$ cat src/rtl/abc_seq_pkg.sv
// Shared types and defaults for the a/b/c burst sequencer.
// One burst is the a |=> b ##1 c stimulus pattern.
package abc_seq_pkg;

    typedef enum logic [1:0] {
        IDLE = 2'd0,
        ST_A = 2'd1,
        ST_B = 2'd2,
        ST_C = 2'd3
    } state_t;

    localparam int BURST_LEN = 3;

    localparam int DEF_NUM_REQ       = 2;
    localparam int DEF_WARMUP_CYCLES = 20;
    localparam int DEF_CNT_W         = 16;

endpackage

$ cat src/rtl/abc_seq_arbiter_rr_arbiter.sv
// Combinational round-robin pick: the lowest requester at or above
// the pointer wins, else the lowest requester overall.
module rr_arbiter
    import abc_seq_pkg::*;
#(
    parameter int NUM_REQ = DEF_NUM_REQ,
    parameter int IDX_W   = $clog2(NUM_REQ)
) (
    input  logic [NUM_REQ-1:0] req,
    input  logic [IDX_W-1:0]   ptr,
    output logic [NUM_REQ-1:0] win,
    output logic [IDX_W-1:0]   win_idx,
    output logic               any_req
);

    logic [NUM_REQ-1:0] hi;

    always_comb begin
        hi      = '0;
        win     = '0;
        win_idx = '0;
        for (int i = 0; i < NUM_REQ; i++) begin
            hi[i] = req[i] && (i >= int'(ptr));
        end
        // Downward scans leave the lowest set index; the upper pass overrides.
        for (int i = NUM_REQ - 1; i >= 0; i--) begin
            if (req[i]) begin
                win     = '0;
                win[i]  = 1'b1;
                win_idx = IDX_W'(i);
            end
        end
        if (|hi) begin
            for (int i = NUM_REQ - 1; i >= 0; i--) begin
                if (hi[i]) begin
                    win     = '0;
                    win[i]  = 1'b1;
                    win_idx = IDX_W'(i);
                end
            end
        end
        any_req = |req;
    end

endmodule

$ cat src/rtl/abc_seq_arbiter.sv
// Shares one a/b/c stimulus port among requesters, one 3-cycle burst
// per grant, and scores the DUT response d once warm-up has elapsed.
module abc_seq_arbiter
    import abc_seq_pkg::*;
#(
    parameter int NUM_REQ       = DEF_NUM_REQ,
    parameter int WARMUP_CYCLES = DEF_WARMUP_CYCLES,
    parameter int CNT_W         = DEF_CNT_W
) (
    input  logic               clk,
    input  logic               rst_n,
    input  logic [NUM_REQ-1:0] req,
    output logic [NUM_REQ-1:0] gnt,
    output logic [NUM_REQ-1:0] done,
    output logic               a,
    output logic               b,
    output logic               c,
    input  logic               d,
    output logic               chk_en,
    output logic [CNT_W-1:0]   pass_count,
    output logic [CNT_W-1:0]   fail_count
);

    localparam int               IDX_W     = $clog2(NUM_REQ);
    localparam logic [15:0]      WARM_LAST = 16'(WARMUP_CYCLES);
    localparam logic [15:0]      WARM_PRE  = 16'(WARMUP_CYCLES - 1);
    localparam logic [CNT_W-1:0] CNT_MAX   = '1;

    state_t             state;
    state_t             state_nxt;
    logic [NUM_REQ-1:0] owner;
    logic [NUM_REQ-1:0] owner_nxt;
    logic [IDX_W-1:0]   ptr;
    logic [IDX_W-1:0]   ptr_nxt;
    logic [NUM_REQ-1:0] win;
    logic [IDX_W-1:0]   win_idx;
    logic               any_req;
    logic [15:0]        warm;

    rr_arbiter #(
        .NUM_REQ (NUM_REQ),
        .IDX_W   (IDX_W)
    ) u_rr (
        .req     (req),
        .ptr     (ptr),
        .win     (win),
        .win_idx (win_idx),
        .any_req (any_req)
    );

    always_ff @(posedge clk or negedge rst_n) begin
        if (!rst_n) begin
            state <= IDLE;
            owner <= '0;
            ptr   <= '0;
        end else begin
            state <= state_nxt;
            owner <= owner_nxt;
            ptr   <= ptr_nxt;
        end
    end

    always_comb begin
        state_nxt = state;
        owner_nxt = owner;
        ptr_nxt   = ptr;
        unique case (state)
            IDLE, ST_C: begin
                if (any_req) begin
                    state_nxt = ST_A;
                    owner_nxt = win;
                    ptr_nxt   = (win_idx == IDX_W'(NUM_REQ - 1))
                              ? '0 : win_idx + 1'b1;
                end else begin
                    state_nxt = IDLE;
                end
            end
            ST_A: state_nxt = ST_B;
            ST_B: state_nxt = ST_C;
        endcase
    end

    always_comb begin
        a    = (state == ST_A);
        b    = (state == ST_B);
        c    = (state == ST_C);
        gnt  = (state != IDLE) ? owner : '0;
        done = (state == ST_C) ? owner : '0;
    end

    // Warm-up counter parks at its limit; chk_en then latches high.
    always_ff @(posedge clk or negedge rst_n) begin
        if (!rst_n) begin
            warm   <= '0;
            chk_en <= 1'b0;
        end else if (warm < WARM_LAST) begin
            warm <= warm + 16'd1;
            if (warm == WARM_PRE) begin
                chk_en <= 1'b1;
            end
        end
    end

    always_ff @(posedge clk or negedge rst_n) begin
        if (!rst_n) begin
            pass_count <= '0;
            fail_count <= '0;
        end else if (state == ST_C && chk_en) begin
            if (d) begin
                if (pass_count != CNT_MAX) begin
                    pass_count <= pass_count + 1'b1;
                end
            end else begin
                if (fail_count != CNT_MAX) begin
                    fail_count <= fail_count + 1'b1;
                end
            end
        end
    end

endmodule

$ cat config.mk
export PLATFORM = sky130hd
export DESIGN_NAME = abc_seq_arbiter
export DESIGN_NICKNAME = d
export VERILOG_FILES = /design/src/rtl/abc_seq_pkg.sv /design/src/rtl/abc_seq_arbiter_rr_arbiter.sv /design/src/rtl/abc_seq_arbiter.sv
export SDC_FILE = /design/constraint.sdc
export NUM_CORES = 1
export LEC_CHECK = 0
export CAP_MARGIN = 15
export CORE_ASPECT_RATIO = 2
export CORE_UTILIZATION = 56
export CTS_CLUSTER_SIZE = 28
export DETAILED_ROUTE_END_ITERATION = 6
export HOLD_SLACK_MARGIN = 0.1
export PLACE_DENSITY = 0.95
export SLEW_MARGIN = 20
export SYNTH_ARGS = -nofsm -noshare
export SYNTH_HDL_FRONTEND = slang
export SYNTH_SLANG_ARGS = --single-unit
$ cat constraint.sdc
create_clock -name clk -period 4.8 [get_ports clk]
set_input_delay 0.96 -clock clk [delete_from_list [all_inputs] [get_ports clk]]
set_output_delay 0.96 -clock clk [all_outputs]
set_load 0.02 [all_outputs]
==> reports/qor.yml <==
crit_arrival_ps: 1740
finClkSkew_ps: 11.8
slowest_delay_ps: 600
hpwl_um: 3550
vias: 1776
grtUsageTotal: 0.229
p_leak_nw: 1.35
holdBufCountCts: 0
yosysUniqueCellTypes: 36
core.rowCount: 33
power_density_nw_per_um2: 405
relSlewSlack: 0.516
ys.flop_type: "dfrtp_1"
worst_skew_pair.late_latency_ps: 310
place_congestion: 0.771
startpoint_type: "register"
dieWidth_um: 48.8
cts.sinks: 54
yosys.area.top_type: "dfrtp_1"
mostFrequentLayoutCells: "dfrtp_1 (54), clkdlybuf4s50_1 (43), nand2_1 (19), xor2_1 (19)"
crit_chain: "ha_1 > and2_1 > clkdlybuf4s50_1"
async_flop_share: 1.00
drive_above_1_share: 0.0965
synthToLayoutAreaGrowth_pct: 22.9
antenna_cells: 0
post-cts-setup-buffer-count: 0
drtIter0Drc: 20
drt-total-wl_um: 4770
synth_area_leaders: "dfrtp_1 (55%), xor2_1 (6.8%), ha_1 (3.6%)"
synth-seq-cells: 54
syn_area_um2: 2450
cts_tree: "built"
finalSetupViolations: 0
antenna_found_initial: 0
yosysSeqAreaShare: 0.552
ir_worst_vdd_uv: 388
grt.overflow.total: 0
critical_path_class: "reg2out"
drv_cap: 0
period_share: 0.562
crit_path_end_kind: "output port"
clock_path_buffers: 2
drcViolationCount: 0
final_common_cell: "dfrtp_1"
die_y_um: 95.5
io_buffer_count: 44
yosysWarnings: 0
drt-pass1-iter-count: 4
grt_pass1_wl_um: 8150
synth_edf_count: 0
wl_per_cell_um: 15.3
core_area_um2: 4130
hold_violations: 0
synthCells: 219
tightest_slew_ps: 721
cts_resized: 0
ios: 45
p_total_mw: 1.22
die-area_um2: 4660
clkTransAtPathRegs_ps: 90
ff_latch_area_um2: 1350
hp-class: "reg2reg"
initial_core_util: 0.593
drv_slew: 0
crit_path_top_delay_cell: "clkdlybuf4s50_1"
syn_nets: 231
grt_max_degree: 55
syn_area_per_cell_um2: 11.2
grt_setup_unrepaired: "false"
tns_ps: 0
cp_data_required_time_ps: 3840
synth.top_cell.area_share: 0.552
numCtsBuffers: 5
min_period_ps: 2700
drtAntennaViolNets: 0
crit_fanout: 6
grt_pass1_vias: 1851
nets: 270
fill_cells: 284
cts_root_buf: "clkbuf_8"
clock.fmax_ghz: 0.371
cts_max_level: 2
multi_input_area_um2: 1040
via_per_inst: 5.71
status: "complete, no violations"
## cell families after synthesis
family	Yosys count	share of synthesized area
fa+ha+maj	7	0.0357
simple gates	96	0.228
flops	54	0.552
mux	7	0.0322
xor+xnor	27	0.0965
compound gates	11	0.0291
buf+inv	17	0.0266
## registers in the layout, indices dropped and copies added, names as in the netlist
signal and cells:
fail_count 16, chk_en 1, owner 2, pass_count 16
state 2, ptr 1, warm 16
## final cells by class
type                       instances  share of cell area
sequential                        54               0.449
multi-input combinational        148               0.346
timing repair buffer              45               0.147
clock buffer                       5              0.0229
tap                               52              0.0216
clock inverter                     3             0.00831
inverter                           4             0.00499
## metrics by stage
stage                     std cells  cell area (µm²)  setup WS, ps   util  hold slack [ps]
after floorplan                 219             2450          2820      -              429
after global placement          303             2910          2030  0.704              365
after detailed placement        303             2910          2000  0.704              368
after CTS                       311             3000          2070  0.727              391
after global routing            311             3010          2030  0.729              402
final                           311             3010          2100  0.729              385
## worst max-delay path, delay by kind of cell (launching register included)
kind,cells,cell delay (ps)
buf+inv,1,600
flops,1,400
simple gates,1,160
fa+ha+maj,1,270
## synth_stat cells, types with 2 or more instances
library cell  instances
a21oi_1               3
xor2_1               19
inv_1                 4
clkbuf_1             12
mux2_2                7
nor3_1                9
nor2_1               12
and3_1                4
nor2b_1               4
nor4_2                4
ha_1                  7
dfrtp_1              54
and2_1                2
xnor2_1               8
nand3b_1              4
o21ai_0               3
nand3_1              12
nand2_1              19
nor4_1                6
nand4_1               9
nor3b_1               2
## path summary, 6_finish.rpt
check | cells after the start | endpoint | slack [ps] | from
max | 3 | done[1] | 2100 | state[1]
min | 0 | warm[12] | 380 | warm[12]
max reg2reg | 5 | fail_count[1] | 2730 | fail_count[0]
min reg2reg | 0 | warm[12] | 380 | warm[12]
max in group asynchronous | 2 | warm[15] | 3620 | rst_n
min in group asynchronous | 2 | pass_count[7] | 750 | rst_n
## metal layers
metal / routed length, µm / track usage
met5: 0 / 0
met4: 175 / 0.137
met3: 159 / 0.0351
met2: 2630 / 0.413
met1: 1810 / 0.250
## where the power goes
part	leakage, nW	internal, mW	switching, mW
sequential	0.715	0.510	0.0629
clock	0.0447	0.106	0.151
combinational	0.594	0.179	0.210
(Power assumes the default switching activity.)
==> RTL edit, RTL diff (same flow settings) <==
Set the package constant `DEF_NUM_REQ` to 4 (it was 2).
--- a/src/rtl/abc_seq_pkg.sv
+++ b/src/rtl/abc_seq_pkg.sv
@@ -13,3 +13,3 @@
 
-    localparam int DEF_NUM_REQ       = 2;
+    localparam int DEF_NUM_REQ       = 4;
     localparam int DEF_WARMUP_CYCLES = 20;
Ports: changed (resized done, gnt and req); port bits go from 45 to 51. The function was not compared with the original's and may differ.
==> RTL edit against the original RTL <==
Fmax is 6.0% lower. Sequential cell count grew 3. Sequential share of layout area shrank 3.3 points. Count of clock-buffer cells in the layout rose by 4. Combinational power is 38% higher. Design area is 14% higher. Clock power increased by 70%. Worst setup slack got worse by 170 ps. Critical path type unchanged. Power rose by 32%. Critical path depth is the same. Routed wire length increased by 23%. Area after synthesis increased by 11%. Sequential power rose by 10%. Largest cell class unchanged.
==> RTL edit: results (changes against the original RTL) <==
[outcome]
status=complete, no violations  ; unchanged

[clock_network]
h-tree-depth=3  ; was 2
clk_pin_slew_ps=60  ; was 90 ps
clk_latency_ps=340  ; was 310 ps
cts.sinks=57  ; was 54

[synth]
synth-seq-area-share=0.5244  ; was 0.5516
synth_xor_area_frac=0.09660  ; was 0.09653
syn_nets=261  ; was 231
muxShareOfSynthArea=0.02990  ; was 0.03218
ys_types=46  ; was 36
avgSynthCellArea_um2=11.01  ; was 11.19 µm²
netlist_top_cells_count=dfrtp_1 (57), xor2_1 (19), clkbuf_1 (15)  ; was dfrtp_1 (54), nand2_1 (19), xor2_1 (19)

[detailed_routing]
drtIter0Drc=42  ; was 20
wl_met2_um=3286  ; was 2629 µm
routed_via_density=5.910  ; was 5.711
wl_um=5868  ; was 4772 µm
wl_met1_um=2129  ; was 1807 µm

[cells_and_area]
clockNetworkAreaShare=0.05685  ; was 0.03117
buffers=52  ; was 45
multi_input_area_mm2=0.001206  ; was 0.001042 mm²
nNonClkInverters=7  ; was 4
seq_share=0.4155  ; was 0.4489
drive_gt1_frac=0.1171  ; was 0.09653
layout.cell_area.non_filler_mm2=0.003433  ; was 0.003010 mm²
layout.comb_gates.multi_input=167  ; was 148

[grt]
use_met2=0.4504  ; was 0.4132
met1_usage=0.2566  ; was 0.2503
track_usage=0.2550  ; was 0.2293
grt_max_degree=58  ; was 55
use_met3=0.07994  ; was 0.03509
grt_pass1_wl_um=9515  ; was 8148 µm

[floorplan]
core_area_mm2=0.004642  ; was 0.004129 mm²

[place]
portBuffers=50  ; was 44
dp_hpwl_um=4275  ; was 3546 µm
place_congestion=0.8326  ; was 0.7711

[critical_path]
worstPathArrival_ps=1910  ; was 1740 ps
cp_max_fo=9  ; was 6
crit-reg2reg-capture=pass_count[1]$_DFFE_PN0P_  ; was fail_count[1]$_DFFE_PN0P_
crit_start=state[0]$_DFF_PN0_  ; was state[1]$_DFF_PN0_

[pwr]
power_switching_mw=0.5723  ; was 0.4240 mW
p_seq_frac=0.393  ; was 0.470
ir_drop_uv=391.5  ; was 388.0 µV
leakagePower_nw=1.558  ; was 1.353 nW

[timing]
fin_skew_ps=7.752  ; was 11.79 ps
max-slew-margin-rel=0.3317  ; was 0.5157

RTL edit: cells by family after synthesis:
group / Yosys count
and+or+nand+nor: 91
DFF: 57
adders and majority gates: 7
AOI/OAI and AO/OA: 32
buffers and inverters: 23
xor gates and xnor gates: 30
muxes: 7
RTL edit: worst min path at each step:
stage	slack, ps	end	start	depth (start not counted)
5_1_grt	400	warm[15]$_DFFE_PN0N_	warm[15]$_DFFE_PN0N_	0
3_3_place_gp	370	warm[12]$_DFFE_PN0N_	warm[12]$_DFFE_PN0N_	0
6_report	380	warm[12]$_DFFE_PN0N_	warm[12]$_DFFE_PN0N_	0
2_1_floorplan	430	warm[12]$_DFFE_PN0N_	warm[12]$_DFFE_PN0N_	1
3_5_place_dp	370	warm[12]$_DFFE_PN0N_	warm[12]$_DFFE_PN0N_	0
4_1_cts	380	warm[9]$_DFFE_PN0N_	warm[9]$_DFFE_PN0N_	0
RTL edit: critical path, stage by stage (launching register included):
cell and delay [ps]:
dfrtp_1 390, ha_1 390, and2_1 190, clkdlybuf4s50_1 610
